### config.mk
export PLATFORM = sky130hd
export DESIGN_NAME = adder_rr_arbiter
export DESIGN_NICKNAME = d
export VERILOG_FILES = /design/src/rtl/adder_rr_arbiter.sv
export SDC_FILE = /design/constraint.sdc
export NUM_CORES = 1
export LEC_CHECK = 0
export BUFFER_PORTS_ARGS = -buffer_cell sky130_fd_sc_hd__buf_2
export CELL_PAD_IN_SITES_DETAIL_PLACEMENT = 1
export CELL_PAD_IN_SITES_GLOBAL_PLACEMENT = 1
export CORE_ASPECT_RATIO = 0.9
export CORE_MARGIN = 1
export CORE_UTILIZATION = 29
export CTS_BUF_LIST = sky130_fd_sc_hd__clkbuf_4 sky130_fd_sc_hd__clkbuf_8 sky130_fd_sc_hd__clkbuf_16
export DETAILED_ROUTE_END_ITERATION = 7
export PLACE_DENSITY = 0.78
export SLEW_MARGIN = 10
export SYNTH_ARGS = -nofsm -noshare
export SYNTH_HDL_FRONTEND = slang
export SYNTH_SLANG_ARGS = --single-unit
### constraint.sdc
create_clock -name clk -period 4 [get_ports clk]
set_input_delay 0.8 -clock clk [delete_from_list [all_inputs] [get_ports clk]]
set_output_delay 0.8 -clock clk [all_outputs]
set_load 0.02 [all_outputs]
### src/rtl/adder_rr_arbiter.sv
// Round-robin arbiter sharing one N-bit adder among four valid/ready requesters.
// Optional macro ADDER_RR_ARB_SAT_EN clamps sums >= 2^N to {1'b0, {N{1'b1}}}.
module adder_rr_arbiter #(
    parameter int unsigned N = 8
) (
    input  logic           clk,
    input  logic           rst,
    input  logic [3:0]     req_valid,
    input  logic [4*N-1:0] a_in,
    input  logic [4*N-1:0] b_in,
    output logic [3:0]     req_ready,
    output logic           res_valid,
    output logic [N:0]     res_data,
    output logic [1:0]     res_id,
    input  logic           res_ready
);

    typedef enum logic {
        IDLE = 1'b0,
        HOLD = 1'b1
    } state_t;

    state_t       r_state;
    logic [1:0]   r_ptr;
    logic         r_res_valid;
    logic [N:0]   r_res_data;
    logic [1:0]   r_res_id;

    logic [N-1:0] w_a [4];
    logic [N-1:0] w_b [4];
    logic         w_can_accept;
    logic         w_found;
    logic [1:0]   w_idx;
    logic [1:0]   w_cand;
    logic         w_fire;
    logic [N:0]   w_sum;
    logic [N:0]   w_sum_out;

    always_comb begin
        for (int unsigned i = 0; i < 4; i++) begin
            w_a[i] = a_in[i*N +: N];
            w_b[i] = b_in[i*N +: N];
        end
    end

    assign w_can_accept = (r_state == IDLE) | res_ready;

    // First valid requester in the order p, p+1, p+2, p+3 (mod 4).
    always_comb begin
        w_found = 1'b0;
        w_idx   = r_ptr;
        w_cand  = r_ptr;
        for (int unsigned k = 0; k < 4; k++) begin
            w_cand = r_ptr + 2'(k);
            if (!w_found && req_valid[w_cand]) begin
                w_found = 1'b1;
                w_idx   = w_cand;
            end
        end
    end

    assign w_fire    = !rst && w_can_accept && w_found;
    assign req_ready = w_fire ? (4'b0001 << w_idx) : '0;

    assign w_sum = {1'b0, w_a[w_idx]} + {1'b0, w_b[w_idx]};

`ifdef ADDER_RR_ARB_SAT_EN
    assign w_sum_out = w_sum[N] ? {1'b0, {N{1'b1}}} : w_sum;
`else
    assign w_sum_out = w_sum;
`endif

    always_ff @(posedge clk) begin
        if (rst) begin
            r_state     <= IDLE;
            r_ptr       <= '0;
            r_res_valid <= 1'b0;
            r_res_data  <= '0;
            r_res_id    <= '0;
        end else if (w_fire) begin
            // Grant also covers the consume-and-reload case in HOLD.
            r_state     <= HOLD;
            r_ptr       <= w_idx + 2'd1;
            r_res_valid <= 1'b1;
            r_res_data  <= w_sum_out;
            r_res_id    <= w_idx;
        end else if ((r_state == HOLD) && res_ready) begin
            r_state     <= IDLE;
            r_res_valid <= 1'b0;
        end
    end

    assign res_valid = r_res_valid;
    assign res_data  = r_res_data;
    assign res_id    = r_res_id;

endmodule

# After elaboration in Yosys (flattened, before gate mapping)
# Index checks and enable logic that the tools add are counted.
classes:
  reduce_logical: 11
  bitwise_logic: 3
  n_lt_le_gt_ge: 5
  shifts: 1
  add_sub_neg: 5
  n_mux: 24
ops:
  columns: ["op", "n"]
  rows:
  - ["8-bit binary-select mux with 2-bit select", 2]
  - ["8-bit two-way mux", 4]
  - ["2-bit by 3-bit < comparator with 1-bit output (second input constant)", 4]
  - ["1-bit two-way mux", 10]
  - ["8-bit by 8-bit adder with 9-bit output", 1]
  - ["1-bit binary-select mux with 2-bit select", 4]
  - ["1-bit logical AND", 6]
  - ["2-bit two-way mux", 3]
  - ["2-bit by 1-bit adder with 2-bit output (second input constant)", 2]
  - ["2-bit adder (second input constant)", 2]
  - ["1-bit zero test", 4]
  - ["4-bit two-way mux", 1]
  - ["1-bit by 2-bit << shifter with 4-bit output (first input constant)", 1]
  - ["3-bit >= comparator (second input constant)", 1]
  - ["2-bit inverter with 3-bit output", 1]
  - ["2-bit nonzero test", 1]
  - ["1-bit inverter", 1]
  - ["1-bit OR", 1]
word_totals:
  regBits: 14
  out_inout_bits: 16
  inputBits: 71
  elab_cells: 53

# Logic depth before layout (Yosys ltp)
logic_depth:
  depth_word: 17
  depth_mapped: 16
  ltp_nobuf: 14

# Worst setup path before layout
# Ideal clock, no wire load.
synth_timing:
  path_type: "input to register"
  startpoint: "in req_valid[0]"
  endpoint: "reg r_res_data[6], in the netlist res_data[6]"
  setup_ns: 0.071
  t_arrival_ns: 3.443
  path_stages: 16
  n_path_buf: 2
  setup_slack_ns: 0.487
  path_cell_list: "nor2b_1 -> or4_1 -> and2_1 -> buf_6 -> inv_8 -> buf_8 -> nand2_1 -> a32oi_1 -> ha_1 -> inv_1 -> fa_1 -> nor2b_1 -> o31a_1 -> o21ai_0 -> a211o_1 -> a21oi_1"
synth_via:
  elab_chain_cells: 17
  elab_cells_between_ends: 30
synth_lines:
  columns: ["item", "line", "source"]
  rows:
  - ["start: declaration", "8", "input logic [3:0] req_valid,"]
  - ["1-bit binary-select mux with 2-bit select", "55", "if (!w_found && req_valid[w_cand]) begin"]
  - ["1-bit two-way mux (not written as such)", "55", null]
  - ["1-bit two-way mux", "55", null]
  - ["1-bit zero test", "55", null]
  - ["1-bit logical AND", "55", null]
  - ["1-bit two-way mux", "55", null]
  - ["1-bit zero test", "55", null]
  - ["1-bit logical AND", "55", null]
  - ["1-bit two-way mux", "55", null]
  - ["1-bit zero test", "55", null]
  - ["1-bit logical AND", "55", null]
  - ["2-bit two-way mux", "55", null]
  - ["2-bit inverter with 3-bit output (not written as such)", "65", "assign w_sum = {1'b0, w_a[w_idx]} + {1'b0, w_b[w_idx]};"]
  - ["8-bit binary-select mux with 2-bit select", "65", null]
  - ["8-bit two-way mux (not written as such) (2 in a row)", "65", null]
  - ["8-bit by 8-bit adder with 9-bit output", "65", null]
  - ["end signal: assignment", "85", "r_res_data <= w_sum_out;"]
  - ["end: declaration", "26", "logic [N:0] r_res_data;"]
# Several ways; a longest one is shown, not always the timed one. The select of a mux whose other input is x is not followed.
# A chain may end at the register's enable or synchronous reset.

# Final worst setup path
# Ends and elaborated chain as after synthesis.

==> results.sh <==
export IMPL_avgSynthCellArea_um2=6.86
export IMPL_num_rows=24
export IMPL_tritoncts="yes"
export IMPL_p_per_area_nw_per_um2=516
export IMPL_clkLatencyLatePin_ns=0.25
export IMPL_cts_sinks=14
export IMPL_grt_pass1_vias=1844
export IMPL_synth_top_family_by_area="compound AO/OA/AOI/OAI gates"
export IMPL_worst_pin_slew_ns=0.874
export IMPL_cts_htree_levels=1
export IMPL_antenna_left=0
export IMPL_drt_wirelength_per_cell_um=14.3
export IMPL_syn_inst=220
export IMPL_post_route_period_util=0.953
export IMPL_gp_congestion=0.858
export IMPL_relSlewSlack=0.417
export IMPL_io_buffers=86
export IMPL_synth_xor_area_share=0.00580
export IMPL_crit_type="in -> reg"
export IMPL_dp_hpwl_mm=4.13
export IMPL_diodes=0
export IMPL_status="completed"
export IMPL_die_height_um=70.4
export IMPL_fmax_ghz=0.262
export IMPL_drt_iter0_drc=95
export IMPL_power_frac_seq=0.198
export IMPL_die_area_um2=5500
export IMPL_layout_nets=384
export IMPL_crit_arrival_ns=3.99
export IMPL_final_cell_mix="buf_2, nand2_1, a21oi_1, a32oi_1, dfxtp_1"
export IMPL_synthMuxAreaShare=0
export IMPL_yosysWarnings=0
export IMPL_drv_slew=0
export IMPL_power_leakage_nw=0.988
export IMPL_hold_path_class="reg -> reg"
export IMPL_drt_wl_total_mm=5.20
export IMPL_via_per_inst=5.18
export IMPL_post_route_util=0.413
export IMPL_power_mw=1.05
export IMPL_final_hold_violation_count=0
export IMPL_syn_num_nets=304
export IMPL_antenna_found_initial=0
export IMPL_finalSetupViolations=0
export IMPL_synth_fa_ha_area_frac=0.113
export IMPL_crit_path_max_fanout=35
export IMPL_root_buffer="clkbuf_8"
export IMPL_worstPathRequired_ns=4.18
export IMPL_fillers=692
export IMPL_worst_setup_path_end_kind="register"
export IMPL_intPower_mw=0.563
export IMPL_drive_above_1_share=0.324
export IMPL_grt_max_degree=39
export IMPL_p_clk_frac=0.134
export IMPL_rsz0062_at_grt="no"
export IMPL_io_pins=87
export IMPL_switchingPower_mw=0.485
export IMPL_ys_types=39
export IMPL_synth_simple_area_share=0.284
export IMPL_syn_to_final_growth_pct=34.7
export IMPL_crit_path_start_kind="input pin"
export IMPL_fin_worst_skew_ns=0.00174
export IMPL_switching_share=0.463
export IMPL_comb_power_share=0.668
export IMPL_start_util=0.306
export IMPL_grt_pass1_wl_mm=8.18
export IMPL_grtUsageTotal=0.184
export IMPL_yosysSeqAreaShare=0.186
export IMPL_maxCapViolations=0
export IMPL_die_w_um=78.0
export IMPL_cts_buffer_depth=2
export IMPL_first_pass_iters=4
export IMPL_grt_overflow_total=0
export IMPL_vdd_drop_max_mv=0.277
export IMPL_synth_area_um2=1510
export IMPL_cts_buffers=3
export IMPL_final_common_cell="buf_2"
export IMPL_ys_ff_latch=14
export IMPL_clk_pin_slew_ns=0.06
export IMPL_num_vias=1885
export IMPL_core_area_um2=4920
export IMPL_synth_compound_area_frac=0.324
export IMPL_post_route_min_period_ns=3.81
export IMPL_drc=0
## cells in the mapped netlist
library cell  instances  share of area
and3_1                4          0.017
o21bai_1              1         0.0050
xnor2_1               1         0.0058
a32oi_1              16          0.093
buf_1                 1         0.0025
buf_8                 2          0.020
o221ai_2              1         0.0099
a21oi_1              31           0.10
fa_1                  1          0.013
nor3_1                4          0.013
o311ai_0              1         0.0058
dfxtp_1              14           0.19
nor3b_1               1         0.0050
and2_0                1         0.0041
a32o_1                2          0.013
o31a_1                2          0.012
and2b_1               1         0.0050
a211o_1               1         0.0058
a211oi_1              3          0.015
inv_1                 5          0.012
nand2_1              64           0.16
and2_1                2         0.0083
nor4b_1               1         0.0058
a31oi_1               1         0.0041
inv_8                 1         0.0075
clkbuf_1              5          0.012
o211ai_1              1         0.0050
buf_6                 3          0.022
o21ai_0              10          0.033
ha_1                 12          0.099
nand3_1               4          0.013
nor2_1                9          0.022
and3b_1               1         0.0058
buf_2                 3         0.0099
or4_1                 1         0.0050
a21o_1                2         0.0099
nor4_1                1         0.0041
nor2b_1               4          0.017
o21a_1                2         0.0099
## kinds of logic (layout without fill, tap and decap cells)
kind of cell	Yosys count	in the layout
and+or+nand+nor	98	98
AOI/OAI and AO/OA	74	74
buffers and inverters	20	99
DFF	14	14
adders and majority gates	13	13
xor gates and xnor gates	1	1
## routing by layer
| layer | global-route usage | vias up | wire (um) |
|---|---|---|---|
| met5 | 0 | - | 0 |
| met4 | 0.0453 | 0 | 27 |
| met3 | 0.0183 | 4 | 253 |
| met2 | 0.317 | 48 | 2480 |
| met1 | 0.246 | 883 | 2440 |
| li1 | - | 950 | - |
## power groups by stage
stage | Clock, mW | Combinational (mW) | Sequential (mW)
2_1_floorplan | 0 | 0.450 | 0.253
3_3_place_gp | 0 | 0.664 | 0.210
3_5_place_dp | 0 | 0.683 | 0.210
4_1_cts | 0.143 | 0.688 | 0.207
5_1_grt | 0.151 | 0.781 | 0.213
6_report | 0.141 | 0.701 | 0.207
## worst max-delay path: stages
cell and delay (ns):
buf_2 0.12, nor2b_1 0.13, or4_1 0.50, and2_1 0.22
bufinv_16 0.29, nand2_1 0.07, a32oi_1 0.26, ha_2 0.26
inv_1 0.06, fa_1 0.40, nor2b_2 0.18, o31a_1 0.19
o21ai_0 0.10, a211o_1 0.28, a21oi_1 0.15
## repair_timing
| action | in CTS | in global routing |
|---|---|---|
| hold buffers | 0 | 0 |
| endpoints found under the setup margin | 0 | 2 |
| gates resized for setup | 0 | 3 |
| buffers inserted | 0 | 0 |
## state kept, by name, summed over array words and instances, names as in the netlist
register / flops
res_data: 9
r_ptr: 2
res_id: 2
res_valid: 1
## area by class of cell
| type | instances | area [um2] | share of cell area |
|---|---|---|---|
| Multi-Input combinational cell | 186 | 1100 | 0.542 |
| Timing Repair Buffer | 89 | 465 | 0.229 |
| Sequential cell | 14 | 280 | 0.138 |
| Tap cell | 65 | 81.3 | 0.0400 |
| Clock buffer | 4 | 55.1 | 0.0271 |
| Inverter | 6 | 48.8 | 0.0240 |
## final timing paths
check	end	slack (ns)	start	cells past startpoint
worst max-delay path	res_data[6]	0.19	req_valid[0]	15
worst min register to register	res_id[1]	0.47	res_id[1]	2
worst max register to register	res_data[6]	0.52	r_ptr[0]	14
worst min-delay path	res_id[1]	0.47	res_id[1]	2
## per-stage QoR
step | TNS, ns | hold WS, ns | cell area, um2 | cells | setup slack [ns]
6_report | 0 | 0.467 | 2030 | 364 | 0.187
5_1_grt | 0 | 0.485 | 2030 | 364 | 0.00892
3_5_place_dp | -0.0558 | 0.451 | 1950 | 360 | -0.0558
3_3_place_gp | 0 | 0.443 | 1950 | 360 | 0.227
4_1_cts | 0 | 0.463 | 2010 | 364 | 0.183
2_1_floorplan | 0 | 0.489 | 1510 | 220 | 0.487
Note: power is estimated with default switching activity, not from simulation.
